==> config.mk <==
export PLATFORM = sky130hd
export DESIGN_NAME = dpi_stream_feeder_flat
export DESIGN_NICKNAME = d
export VERILOG_FILES = /design/src/rtl/dpi_pkg.sv /design/src/rtl/dpi_stream_feeder_if.sv /design/src/rtl/dpi_stream_cam.sv /design/src/rtl/dpi_stream_feeder.sv /design/src/flat_wrapper.sv
export SDC_FILE = /design/constraint.sdc
export NUM_CORES = 2
export LEC_CHECK = 0
export ABC_AREA = 1
export ABC_CLOCK_PERIOD_IN_PS = 6900
export CORE_ASPECT_RATIO = 1.4
export CORE_MARGIN = 10
export CORE_UTILIZATION = 31
export DETAILED_ROUTE_END_ITERATION = 10
export MAX_ROUTING_LAYER = met4
export SLEW_MARGIN = 20
export SYNTH_ARGS = -nofsm -noshare
export SYNTH_HDL_FRONTEND = slang
export SYNTH_SLANG_ARGS = --single-unit
==> constraint.sdc <==
create_clock -name clk -period 6.9 [get_ports clk]
set_input_delay 0.69 -clock clk [delete_from_list [all_inputs] [get_ports clk]]
set_output_delay 0.69 -clock clk [all_outputs]
set_load 0.01 [all_outputs]
==> src/rtl/dpi_pkg.sv <==
// rtl/dpi_pkg.sv - shared widths, stream id type and feeder FSM states for the DPI stream feeder
package dpi_pkg;
  localparam int STREAM_ID_W = 6;
  localparam int NUM_STREAMS = 64;
  localparam int STAT_W      = 16;

  typedef logic [STREAM_ID_W-1:0] stream_id_t;
  typedef logic [STAT_W-1:0]      stat_t;

  typedef enum logic [2:0] {
    ST_IDLE,
    ST_LOOKUP,
    ST_LOAD,
    ST_GAP,
    ST_STREAM,
    ST_DRAIN,
    ST_EOP
  } feeder_state_e;
endpackage

==> src/rtl/dpi_stream_feeder_if.sv <==
// rtl/dpi_stream_feeder_if.sv - packet input stream and matcher-side sequencing bus
interface dpi_stream_feeder_if #(
  parameter int KEY_W   = 32,
  parameter int NUM_CAT = 16
);
  import dpi_pkg::*;

  logic [7:0]         pkt_data;
  logic               pkt_vld;
  logic               pkt_sop;
  logic               pkt_eop;
  logic [KEY_W-1:0]   pkt_key;
  logic               pkt_fin;
  logic               pkt_rdy;
  logic [NUM_CAT-1:0] cfg_en_mask;

  logic               load_state;
  logic               new_stream_id;
  stream_id_t         stream_id;
  logic [7:0]         char_in;
  logic               char_in_vld;
  logic               eop;
  logic [NUM_CAT-1:0] enable;

  modport master (
    output pkt_data, pkt_vld, pkt_sop, pkt_eop, pkt_key, pkt_fin, cfg_en_mask,
    input  pkt_rdy, load_state, new_stream_id, stream_id, char_in, char_in_vld, eop, enable
  );

  modport slave (
    input  pkt_data, pkt_vld, pkt_sop, pkt_eop, pkt_key, pkt_fin, cfg_en_mask,
    output pkt_rdy, load_state, new_stream_id, stream_id, char_in, char_in_vld, eop, enable
  );
endinterface

==> src/rtl/dpi_stream_cam.sv <==
// rtl/dpi_stream_cam.sv - 64-entry flow key CAM with lowest-free search and round-robin victim pointer
module dpi_stream_cam
  import dpi_pkg::*;
#(
  parameter int KEY_W = 32
) (
  input  logic             clk,
  input  logic             rst,
  input  logic [KEY_W-1:0] lookup_key,
  output logic             hit,
  output stream_id_t       hit_idx,
  output logic             free_avail,
  output stream_id_t       free_idx,
  output stream_id_t       rr_idx,
  input  logic             wr_en,
  input  stream_id_t       wr_idx,
  input  logic [KEY_W-1:0] wr_key,
  input  logic             rr_adv,
  input  logic             inv_en,
  input  stream_id_t       inv_idx
);
  logic [KEY_W-1:0]       keys [NUM_STREAMS];
  logic [NUM_STREAMS-1:0] valid;
  stream_id_t             rr_ptr;

  // Descending scan so the lowest matching / free index wins.
  always_comb begin
    hit        = 1'b0;
    hit_idx    = '0;
    free_avail = 1'b0;
    free_idx   = '0;
    for (int i = NUM_STREAMS - 1; i >= 0; i--) begin
      if (valid[i] && (keys[i] == lookup_key)) begin
        hit     = 1'b1;
        hit_idx = stream_id_t'(i);
      end
      if (!valid[i]) begin
        free_avail = 1'b1;
        free_idx   = stream_id_t'(i);
      end
    end
  end

  assign rr_idx = rr_ptr;

  always_ff @(posedge clk) begin
    if (wr_en) keys[wr_idx] <= wr_key;
  end

  always_ff @(posedge clk) begin
    if (rst) begin
      valid  <= '0;
      rr_ptr <= '0;
    end else begin
      if (inv_en) valid[inv_idx] <= 1'b0;
      if (wr_en)  valid[wr_idx]  <= 1'b1;
      if (rr_adv) rr_ptr         <= rr_ptr + 1'b1;
    end
  end
endmodule

==> src/rtl/dpi_stream_feeder.sv <==
// rtl/dpi_stream_feeder.sv - maps packets to stream ids and sequences load/chars/eop for the matcher bank
module dpi_stream_feeder
  import dpi_pkg::*;
#(
  parameter int KEY_W     = 32,
  parameter int NUM_CAT   = 16,
  parameter int LOAD_GAP  = 2,
  parameter int DRAIN_GAP = 3
) (
  input  logic                clk,
  input  logic                rst,
  dpi_stream_feeder_if.slave  bus,
  output logic                busy,
  output stat_t               stat_new,
  output stat_t               stat_evict,
  output stat_t               stat_err
);
  // First accepted beat lands one cycle after pkt_rdy rises, so GAP holds LOAD_GAP-2 cycles.
  localparam logic [7:0] GAP_INIT   = (LOAD_GAP > 2) ? 8'(LOAD_GAP - 3) : 8'd0;
  localparam logic [7:0] DRAIN_INIT = 8'(DRAIN_GAP - 1);

  feeder_state_e      state, state_d;
  logic [KEY_W-1:0]   key_q;
  logic               fin_q, new_q, first_q;
  logic [NUM_CAT-1:0] en_q;
  stream_id_t         sid_q, alloc_idx;
  logic [7:0]         cnt_q, char_q;
  logic               char_vld_q;
  logic               pkt_rdy, take, sop_err, idle_drop, alloc;
  logic               cam_hit, cam_free;
  stream_id_t         cam_hit_idx, cam_free_idx, cam_rr_idx;

  always_comb begin
    state_d   = state;
    pkt_rdy   = 1'b0;
    take      = 1'b0;
    sop_err   = 1'b0;
    idle_drop = 1'b0;
    unique case (state)
      ST_IDLE: begin
        if (bus.pkt_vld) begin
          if (bus.pkt_sop) state_d = ST_LOOKUP;
          else begin
            pkt_rdy   = 1'b1;
            idle_drop = 1'b1;
          end
        end
      end
      ST_LOOKUP: state_d = ST_LOAD;
      ST_LOAD:   state_d = (LOAD_GAP > 2) ? ST_GAP : ST_STREAM;
      ST_GAP:    if (cnt_q == 8'd0) state_d = ST_STREAM;
      ST_STREAM: begin
        pkt_rdy = 1'b1;
        if (bus.pkt_vld) begin
          // A fresh sop closes the current packet; the offending beat is discarded.
          if (bus.pkt_sop && !first_q) begin
            sop_err = 1'b1;
            state_d = ST_DRAIN;
          end else begin
            take = 1'b1;
            if (bus.pkt_eop) state_d = ST_DRAIN;
          end
        end
      end
      ST_DRAIN:  if (cnt_q == 8'd0) state_d = ST_EOP;
      ST_EOP:    state_d = ST_IDLE;
      default:   state_d = ST_IDLE;
    endcase
  end

  assign alloc     = (state == ST_LOOKUP) && !cam_hit;
  assign alloc_idx = cam_free ? cam_free_idx : cam_rr_idx;

  always_ff @(posedge clk) begin
    if (rst) begin
      state      <= ST_IDLE;
      key_q      <= '0;
      fin_q      <= 1'b0;
      new_q      <= 1'b0;
      first_q    <= 1'b0;
      en_q       <= '0;
      sid_q      <= '0;
      cnt_q      <= '0;
      char_q     <= '0;
      char_vld_q <= 1'b0;
      stat_new   <= '0;
      stat_evict <= '0;
      stat_err   <= '0;
    end else begin
      state      <= state_d;
      char_vld_q <= take;
      if (take) begin
        char_q  <= bus.pkt_data;
        first_q <= 1'b0;
      end
      if (state == ST_IDLE && bus.pkt_vld && bus.pkt_sop) begin
        key_q <= bus.pkt_key;
        fin_q <= bus.pkt_fin;
        en_q  <= bus.cfg_en_mask;
      end
      if (state == ST_LOOKUP) begin
        sid_q <= cam_hit ? cam_hit_idx : alloc_idx;
        new_q <= !cam_hit;
      end
      if (state == ST_LOAD) begin
        first_q <= 1'b1;
        cnt_q   <= GAP_INIT;
      end
      if (state == ST_GAP || state == ST_DRAIN) cnt_q <= cnt_q - 8'd1;
      if (state == ST_STREAM && state_d == ST_DRAIN) cnt_q <= DRAIN_INIT;
      if (alloc) stat_new <= stat_new + 1'b1;
      if (alloc && !cam_free) stat_evict <= stat_evict + 1'b1;
      if (idle_drop || sop_err) stat_err <= stat_err + 1'b1;
    end
  end

  dpi_stream_cam #(.KEY_W(KEY_W)) u_cam (
    .clk        (clk),
    .rst        (rst),
    .lookup_key (key_q),
    .hit        (cam_hit),
    .hit_idx    (cam_hit_idx),
    .free_avail (cam_free),
    .free_idx   (cam_free_idx),
    .rr_idx     (cam_rr_idx),
    .wr_en      (alloc),
    .wr_idx     (alloc_idx),
    .wr_key     (key_q),
    .rr_adv     (alloc && !cam_free),
    .inv_en     ((state == ST_EOP) && fin_q),
    .inv_idx    (sid_q)
  );

  assign bus.pkt_rdy       = pkt_rdy;
  assign bus.load_state    = (state == ST_LOAD);
  assign bus.new_stream_id = (state == ST_LOAD) && new_q;
  assign bus.stream_id     = sid_q;
  assign bus.char_in       = char_q;
  assign bus.char_in_vld   = char_vld_q;
  assign bus.eop           = (state == ST_EOP);
  assign bus.enable        = en_q;
  assign busy              = (state != ST_IDLE);
endmodule

==> src/flat_wrapper.sv <==
// flat-port wrapper written by rule: the top's interface ports become plain ports
module dpi_stream_feeder_flat import dpi_pkg::*;
#(
  parameter int KEY_W     = 32,
  parameter int NUM_CAT   = 16,
  parameter int LOAD_GAP  = 2,
  parameter int DRAIN_GAP = 3
)
  (clk, rst, busy, stat_new, stat_evict, stat_err, bus_pkt_data, bus_pkt_vld, bus_pkt_sop, bus_pkt_eop, bus_pkt_key, bus_pkt_fin, bus_cfg_en_mask, bus_pkt_rdy, bus_load_state, bus_new_stream_id, bus_stream_id, bus_char_in, bus_char_in_vld, bus_eop, bus_enable);
  dpi_stream_feeder_if #(.KEY_W(KEY_W), .NUM_CAT(NUM_CAT)) bus_i ();
  input  logic clk;
  input  logic rst;
  output logic busy;
  output stat_t stat_new;
  output stat_t stat_evict;
  output stat_t stat_err;
  input wire logic [$bits(bus_i.pkt_data)-1:0] bus_pkt_data;
  input wire logic [$bits(bus_i.pkt_vld)-1:0] bus_pkt_vld;
  input wire logic [$bits(bus_i.pkt_sop)-1:0] bus_pkt_sop;
  input wire logic [$bits(bus_i.pkt_eop)-1:0] bus_pkt_eop;
  input wire logic [$bits(bus_i.pkt_key)-1:0] bus_pkt_key;
  input wire logic [$bits(bus_i.pkt_fin)-1:0] bus_pkt_fin;
  input wire logic [$bits(bus_i.cfg_en_mask)-1:0] bus_cfg_en_mask;
  output wire logic [$bits(bus_i.pkt_rdy)-1:0] bus_pkt_rdy;
  output wire logic [$bits(bus_i.load_state)-1:0] bus_load_state;
  output wire logic [$bits(bus_i.new_stream_id)-1:0] bus_new_stream_id;
  output wire logic [$bits(bus_i.stream_id)-1:0] bus_stream_id;
  output wire logic [$bits(bus_i.char_in)-1:0] bus_char_in;
  output wire logic [$bits(bus_i.char_in_vld)-1:0] bus_char_in_vld;
  output wire logic [$bits(bus_i.eop)-1:0] bus_eop;
  output wire logic [$bits(bus_i.enable)-1:0] bus_enable;
  assign bus_i.pkt_data = bus_pkt_data;
  assign bus_i.pkt_vld = bus_pkt_vld;
  assign bus_i.pkt_sop = bus_pkt_sop;
  assign bus_i.pkt_eop = bus_pkt_eop;
  assign bus_i.pkt_key = bus_pkt_key;
  assign bus_i.pkt_fin = bus_pkt_fin;
  assign bus_i.cfg_en_mask = bus_cfg_en_mask;
  assign bus_pkt_rdy = bus_i.pkt_rdy;
  assign bus_load_state = bus_i.load_state;
  assign bus_new_stream_id = bus_i.new_stream_id;
  assign bus_stream_id = bus_i.stream_id;
  assign bus_char_in = bus_i.char_in;
  assign bus_char_in_vld = bus_i.char_in_vld;
  assign bus_eop = bus_i.eop;
  assign bus_enable = bus_i.enable;
  dpi_stream_feeder #(.KEY_W(KEY_W), .NUM_CAT(NUM_CAT), .LOAD_GAP(LOAD_GAP), .DRAIN_GAP(DRAIN_GAP)) u_core (.clk(clk), .rst(rst), .bus(bus_i), .busy(busy), .stat_new(stat_new), .stat_evict(stat_evict), .stat_err(stat_err));
endmodule
Word level (Yosys, flattened, before mapping)
Memory sizes are Yosys's and may differ from the RTL's.
Index checks and enable logic that the tools add are counted.
{ "op_classes": {"add_sub_neg": 5, "muxes": 290, "bitwise": 3, "reduce_logical": 86, "eq_ne": 71, "order_cmp": 4} }
{ "ops": {"columns": ["operator", "n"], "rows": [
  ["$eq A32 B32 Y1", 64],
  ["$mux W6", 130],
  ["$mux W64", 3],
  ["$mux W1", 143],
  ["$logic_and A1 B1 Y1", 74],
  ["$and A64 B64 Y64", 1],
  ["$not A64 Y64", 1],
  ["$or A64 B64 Y64", 1],
  ["$add A16 B1 Y16 const B", 3],
  ["$mux W3", 7],
  ["$pmux W3 S6", 1],
  ["$mux W8", 2],
  ["$lt A6 B7 Y1 const B", 2],
  ["$demux W1 S6", 2],
  ["$eq A3 B3 Y1 const B", 4],
  ["$ge A6 B1 Y1 const B", 2],
  ["$logic_not A8 Y1", 1],
  ["$sub A8 B1 Y8 const B", 1],
  ["$add A6 B1 Y6 const B", 1],
  ["$eq A3 B2 Y1 const B", 2],
  ["$reduce_bool A3 Y1", 2],
  ["$reduce_bool A2 Y1", 2],
  ["$eq A3 B1 Y1 const B", 1],
  ["$logic_not A1 Y1", 3],
  ["other kinds (5)", 6]
]} }
{ "word_totals": {"mem_count": 1, "ram_bits": 2048, "reg_bits": 195} }
{ "mem_list": {"columns": ["memory", "depth", "word_bits", "read_ports", "rd_ports_with_merged_regs", "wr", "line", "rtl"], "rows": [
  ["u_core.u_cam.keys", 64, 32, 64, 0, 1, "dpi_stream_cam.sv:22", "logic [KEY_W-1:0] keys [NUM_STREAMS];"]
]} }

Longest topological paths before layout
{ "logic_depth": {"depth_word": 71, "ltp_mapped": 74, "mapped_depth_nobuf": 73} }

Hierarchy
A second synthesis with hierarchy kept.
{ "unflattened": {"cells_unflattened": 7884, "hier_area_um2": 96381.2} }
{ "modules_own_cells": {"columns": ["module", "cells_each", "n_inst", "seq_area_each_um2", "area_per_inst_um2"], "rows": [
  ["dpi_stream_cam", 7073, 1, 62900.3, 90850.9],
  ["dpi_stream_feeder", 811, 1, 2502.4, 5530.3]
]} }

Worst setup path before layout
OpenSTA, ideal clock, no wires.
{ "synth_path": {"path_kind": "reg2reg", "start": "register u_core.key_q[29]", "end": "memory u_core.u_cam.keys[16][0], enable pin", "path_stages_with_launch": 26, "synth_period_minus_slack_ps": 5182, "required_ps": 6513, "t_arrival_ps": 4795, "n_path_buf": 8, "setup_time_ps": 387, "setup_slack_ps": 1718, "path_cell_list": "dfxtp_1 > buf_4 > inv_2 > buf_6 > buf_6 > buf_6 > buf_6 > buf_2 > buf_6 > o22ai_1 > nor2_1 > o2111ai_1 > nor2_1 > and3_1 > nand4_1 > and3_1 > and2_1 > nand2_1 > and3b_2 > buf_4 > nand2_1 > nor2_1 > inv_1 > nor2_1 > nand2_1 > inv_1"} }
{ "synth_between": {"elab_chain_cells": 70} }
{ "synth_rtl": {"columns": ["item", "line", "rtl"], "rows": [
  ["start, declared", "dpi_stream_feeder.sv:23", "logic [KEY_W-1:0] key_q;"],
  ["start signal, assigned", "dpi_stream_feeder.sv:97", "key_q <= bus.pkt_key;"],
  ["$eq A32 B32 Y1", "dpi_stream_cam.sv:33", "if (valid[i] && (keys[i] == lookup_key)) begin"],
  ["$logic_and A1 B1 Y1", "dpi_stream_cam.sv:33", null],
  ["$mux W1 (63 in series)", "dpi_stream_cam.sv:33", null],
  ["$mux W1 *", "dpi_stream_cam.sv:33", null],
  ["$logic_not A1 Y1 *", "dpi_stream_feeder.sv:71", "assign alloc = (state == ST_LOOKUP) && !cam_hit;"],
  ["$logic_and A1 B1 Y1 *", "dpi_stream_feeder.sv:71", null],
  ["$mux W1 *", "dpi_stream_cam.sv:47", "if (wr_en) keys[wr_idx] <= wr_key;"],
  ["$mux W1 (implied by the code) *", "dpi_stream_cam.sv:47", null],
  ["end, declared", "dpi_stream_cam.sv:22", null]
]} }
Every way passes the cells marked *; elsewhere a longest branch is shown, timed or not.

Final worst setup path
{ "layout_path": {"start": "register u_core.key_q[24]", "end": "register u_core.stat_new[15]"} }
{ "layout_between": {"elab_chain_cells": 68} }
{ "layout_rtl": {"columns": ["item", "line", "rtl"], "rows": [
  ["$eq A32 B32 Y1", "dpi_stream_cam.sv:33", null],
  ["$logic_and A1 B1 Y1", "dpi_stream_cam.sv:33", null],
  ["$mux W1 (63 in series)", "dpi_stream_cam.sv:33", null],
  ["$mux W1 *", "dpi_stream_cam.sv:33", null],
  ["$logic_not A1 Y1 *", "dpi_stream_feeder.sv:71", null],
  ["$logic_and A1 B1 Y1 *", "dpi_stream_feeder.sv:71", null],
  ["end signal, assigned", "dpi_stream_feeder.sv:111", "if (alloc) stat_new <= stat_new + 1'b1;"],
  ["end, declared", "dpi_stream_feeder.sv:14", "output stat_t stat_new,"]
]} }
Marked as above.
A chain may end at the register's enable or synchronous reset.

==> key figures <==
Yosys
  – Synth Warn #: 0
  – EDFF count, synth: 2048
  – Most frequent cell after synthesis: edfxtp_1
  – Synth Area in Simple Gates: 11.4%
  – Syn Nets: 7713
  – Adder-cell share of the synthesized area: 0.0652%
  – Fraction of registers with async set/reset: 0%
  – Synth cell count leaders: 2048 x edfxtp_1, 1213 x nand2_1, 509 x o21ai_0
  – Multiplexer share of the synthesized area: 0%
  – Top cells by area, synth: edfxtp_1 64%, nand2_1 4.7%, dfxtp_1 4.1%
  – Post-synthesis cell area: 0.0960 mm²
  – Dominant cell type by area after synthesis: edfxtp_1
  – Post-Syn Area per Cell: 12.6 µm²
  – Synth cell types: 62
  – Post-synthesis xor/xnor area fraction: 6.30%
  – Top FF cell, synth: edfxtp_1
  – Dominant combinational cell family by area after synthesis: simple AND/OR/NAND/NOR gates
  – Complex-gate fraction of the synthesized area: 10.4%
  – Top cell type's share of synthesized area: 64.1%
  – Post-synthesis sequential area ratio: 68.1%
  – Synth Instances: 7646
  – Count of state elements after synthesis: 2243

GRT
  – Global-route wire length before repair: 493 mm
  – Initial antenna violation count: 17
  – GRT Util Overall: 20.7%
  – Largest net degree at the start of global routing: 75
  – Vias in the first global route: 66333
  – GRT overflow: 0

Placement
  – Post-DP Area: 0.104 mm²
  – Port bufs: 145
  – Post-DP HPWL: 224 mm
  – Worst slack, placed: 0.469 ns
  – Placer Congestion: 0.967
  – Inst Count DP: 11903

Floorplanning
  – Initial Util: 31.1%
  – Die H: 678 µm
  – CORE AREA: 0.308 mm²
  – Die W: 490 µm
  – Die Area: 0.333 mm²
  – FP Rows: 241
  – I/O Pins: 146

Timing
  – Fin crit period: 6.49 ns
  – Pins Over Slew Limit: 0
  – Worst slew margin: 34.3%
  – Final Hold Viols: 0
  – Final Skew: 0.0698 ns
  – Slew @ Worst Pin: 0.985 ns
  – Final Setup Violations: 0
  – Final period util: 94.0%
  – RSZ-0062 raised after global routing: no
  – Final setup TNS: 0 ns
  – Final worst slack: 0.414 ns
  – Fmax: 0.154 GHz

Cells and area
  – Finished Cell Area: 0.111 mm²
  – Fin util: 36.0%
  – Post-layout nets: 8044
  – Fin cells: 12270
  – Syn-to-layout area delta: 15.6%
  – Fraction of layout cells with a size suffix above 1: 10.5%
  – Fill cells: 29709

Critical path
  – Slowest stage delay, CP: 0.58 ns
  – Crit Path Category: reg -> reg
  – CP startpoint kind: flop
  – Worst path slowest cell: nand4_1
  – Critical Path RT: 7.63 ns
  – Worst setup EP type: flop
  – Arr. time, crit path: 7.22 ns
  – Most used cell, CP: nor2_1
  – Worst-path fanout max: 30

Routing
  – Vias/cell: 5.57
  – Pre-antenna DRT Iters: 8
  – Initial drt markers: 9243
  – DRC violations left: 0
  – Remaining antenna violation count: 0
  – Detailed Route WL: 353 mm
  – Routed len/inst: 28.8 µm
  – Via count: 68356

CTS
  – CTS sink cnt: 2243
  – Clk Tree Root Cell: clkbuf_16
  – Postcts setup bufs: 0
  – Worst-path clk slew: 0.07 ns
  – CTS Buffer Depth: 4
  – CTS tree: yes
  – CTS buffer count: 203
  – H-tree Lvls: 4
  – PostCTS Resize Cnt: 0
  – Worst skew pair latency: 0.90 ns
  – Hold Buf Count CTS: 0

Status
  – Outcome: finished clean

Power
  – Peak supply drop: 0.232 mV
  – Power per cell area: 266 mW/mm²
  – Lkg Pwr: 0.0373 µW

Min path
  – Min-delay worst type: in -> reg

Flow run
  – Max-Cap Viols: 0
[through the flow]
| stage | power, µW | hold slack (ns) |
|---|---|---|
| floorplan | 16700 | 0.422 |
| global placement | 18100 | 0.437 |
| detailed placement | 18100 | 0.445 |
| CTS | 29500 | 0.190 |
| global route | 30100 | 0.219 |
| finish | 29500 | 0.235 |
[worst max-delay path, delay by kind of cell (launching register included)]
| kind | cells | cell delay [ns] |
|---|---|---|
| flops | 1 | 0.48 |
| buf+inv | 6 | 1.51 |
| xor+xnor | 1 | 0.16 |
| compound gates | 2 | 0.18 |
| simple gates | 22 | 3.83 |
[cell families (layout without fill, tap and decap cells)]
| kind of cell | count (synthesis) | after routing |
|---|---|---|
| adder cells (fa/ha/maj) | 5 | 5 |
| buffers and inverters | 710 | 1196 |
| other | 0 | 7 |
| AND/OR/NAND/NOR | 2418 | 2418 |
| XOR/XNOR | 690 | 690 |
| AO/OA/AOI/OAI | 1580 | 1580 |
| flip-flops | 2243 | 2243 |
[cell type report]
cell class	count	area (µm²)	share of cell area [%]
tap	4131	5170	4.66
antenna	7	17.5	0.0158
sequential	2243	65500	59.1
clock buffer	241	5320	4.79
multi-input combinational	4693	27100	24.4
timing repair buffer	518	5260	4.75
clock inverter	119	1290	1.16
inverter	318	1260	1.14
[cells in the final DEF (no fill, tap or decap), types with 36 or more instances in the layout]
cell / count
nor3_1: 41
o22ai_1: 315
or2_2: 97
nand2_1: 1213
o2111ai_1: 68
dfxtp_1: 163
xor2_1: 279
a22oi_1: 36
a21oi_1: 187
clkbuf_16: 205
inv_1: 272
edfxtp_1: 2048
a22o_1: 156
o21ai_1: 84
a211oi_1: 72
or4_1: 62
nand4_1: 147
buf_12: 81
buf_4: 293
nor2_1: 421
a221oi_1: 95
clkinv_2: 37
clkdlybuf4s50_1: 144
nand3_1: 137
nor4_1: 188
o21ai_0: 509
clkinv_1: 44
xnor2_1: 411
[registers in the layout, indices dropped and copies added, names as in the netlist, 3 cells and up]
signal and flops:
u_core.u_cam.keys 2048, u_core.u_cam.valid 64, u_core.key_q 32, u_core.bus.enable 16
u_core.stat_err 16, u_core.stat_evict 16, u_core.stat_new 16, u_core.bus.char_in 8
u_core.cnt_q 8, u_core.bus.stream_id 6, u_core.u_cam.rr_idx 6, u_core.state 3
[power breakdown]
| group | switching (µW) | internal, µW | leakage (µW) |
|---|---|---|---|
| Clock | 5140 | 6500 | 0.00320 |
| Sequential | 74.2 | 15000 | 0.0204 |
| Combinational | 2100 | 702 | 0.0138 |
[routing by layer]
metal | up-vias | GRT usage [%] | share of wire, % | wire length (µm)
met5 | - | - | 0 | 0
met4 | 0 | 13.4 | 7.8 | 27600
met3 | 1127 | 2.84 | 8.3 | 29400
met2 | 4042 | 34.9 | 49 | 172000
met1 | 34231 | 23.2 | 35 | 124000
li1 | 28956 | - | - | -
[worst paths after layout]
kind | from | to | slack, ns | cells after the start
setup / recovery | u_core.key_q[24] | u_core.stat_new[15] | 0.41 | 31
setup reg to reg | u_core.key_q[24] | u_core.stat_new[15] | 0.41 | 31
hold / removal | rst | u_core.bus.char_in_vld | 0.24 | 2
hold reg to reg | u_core.u_cam.rr_idx[4] | u_core.u_cam.rr_idx[4] | 0.46 | 1
No activity file was read; power rests on OpenSTA's default activity.
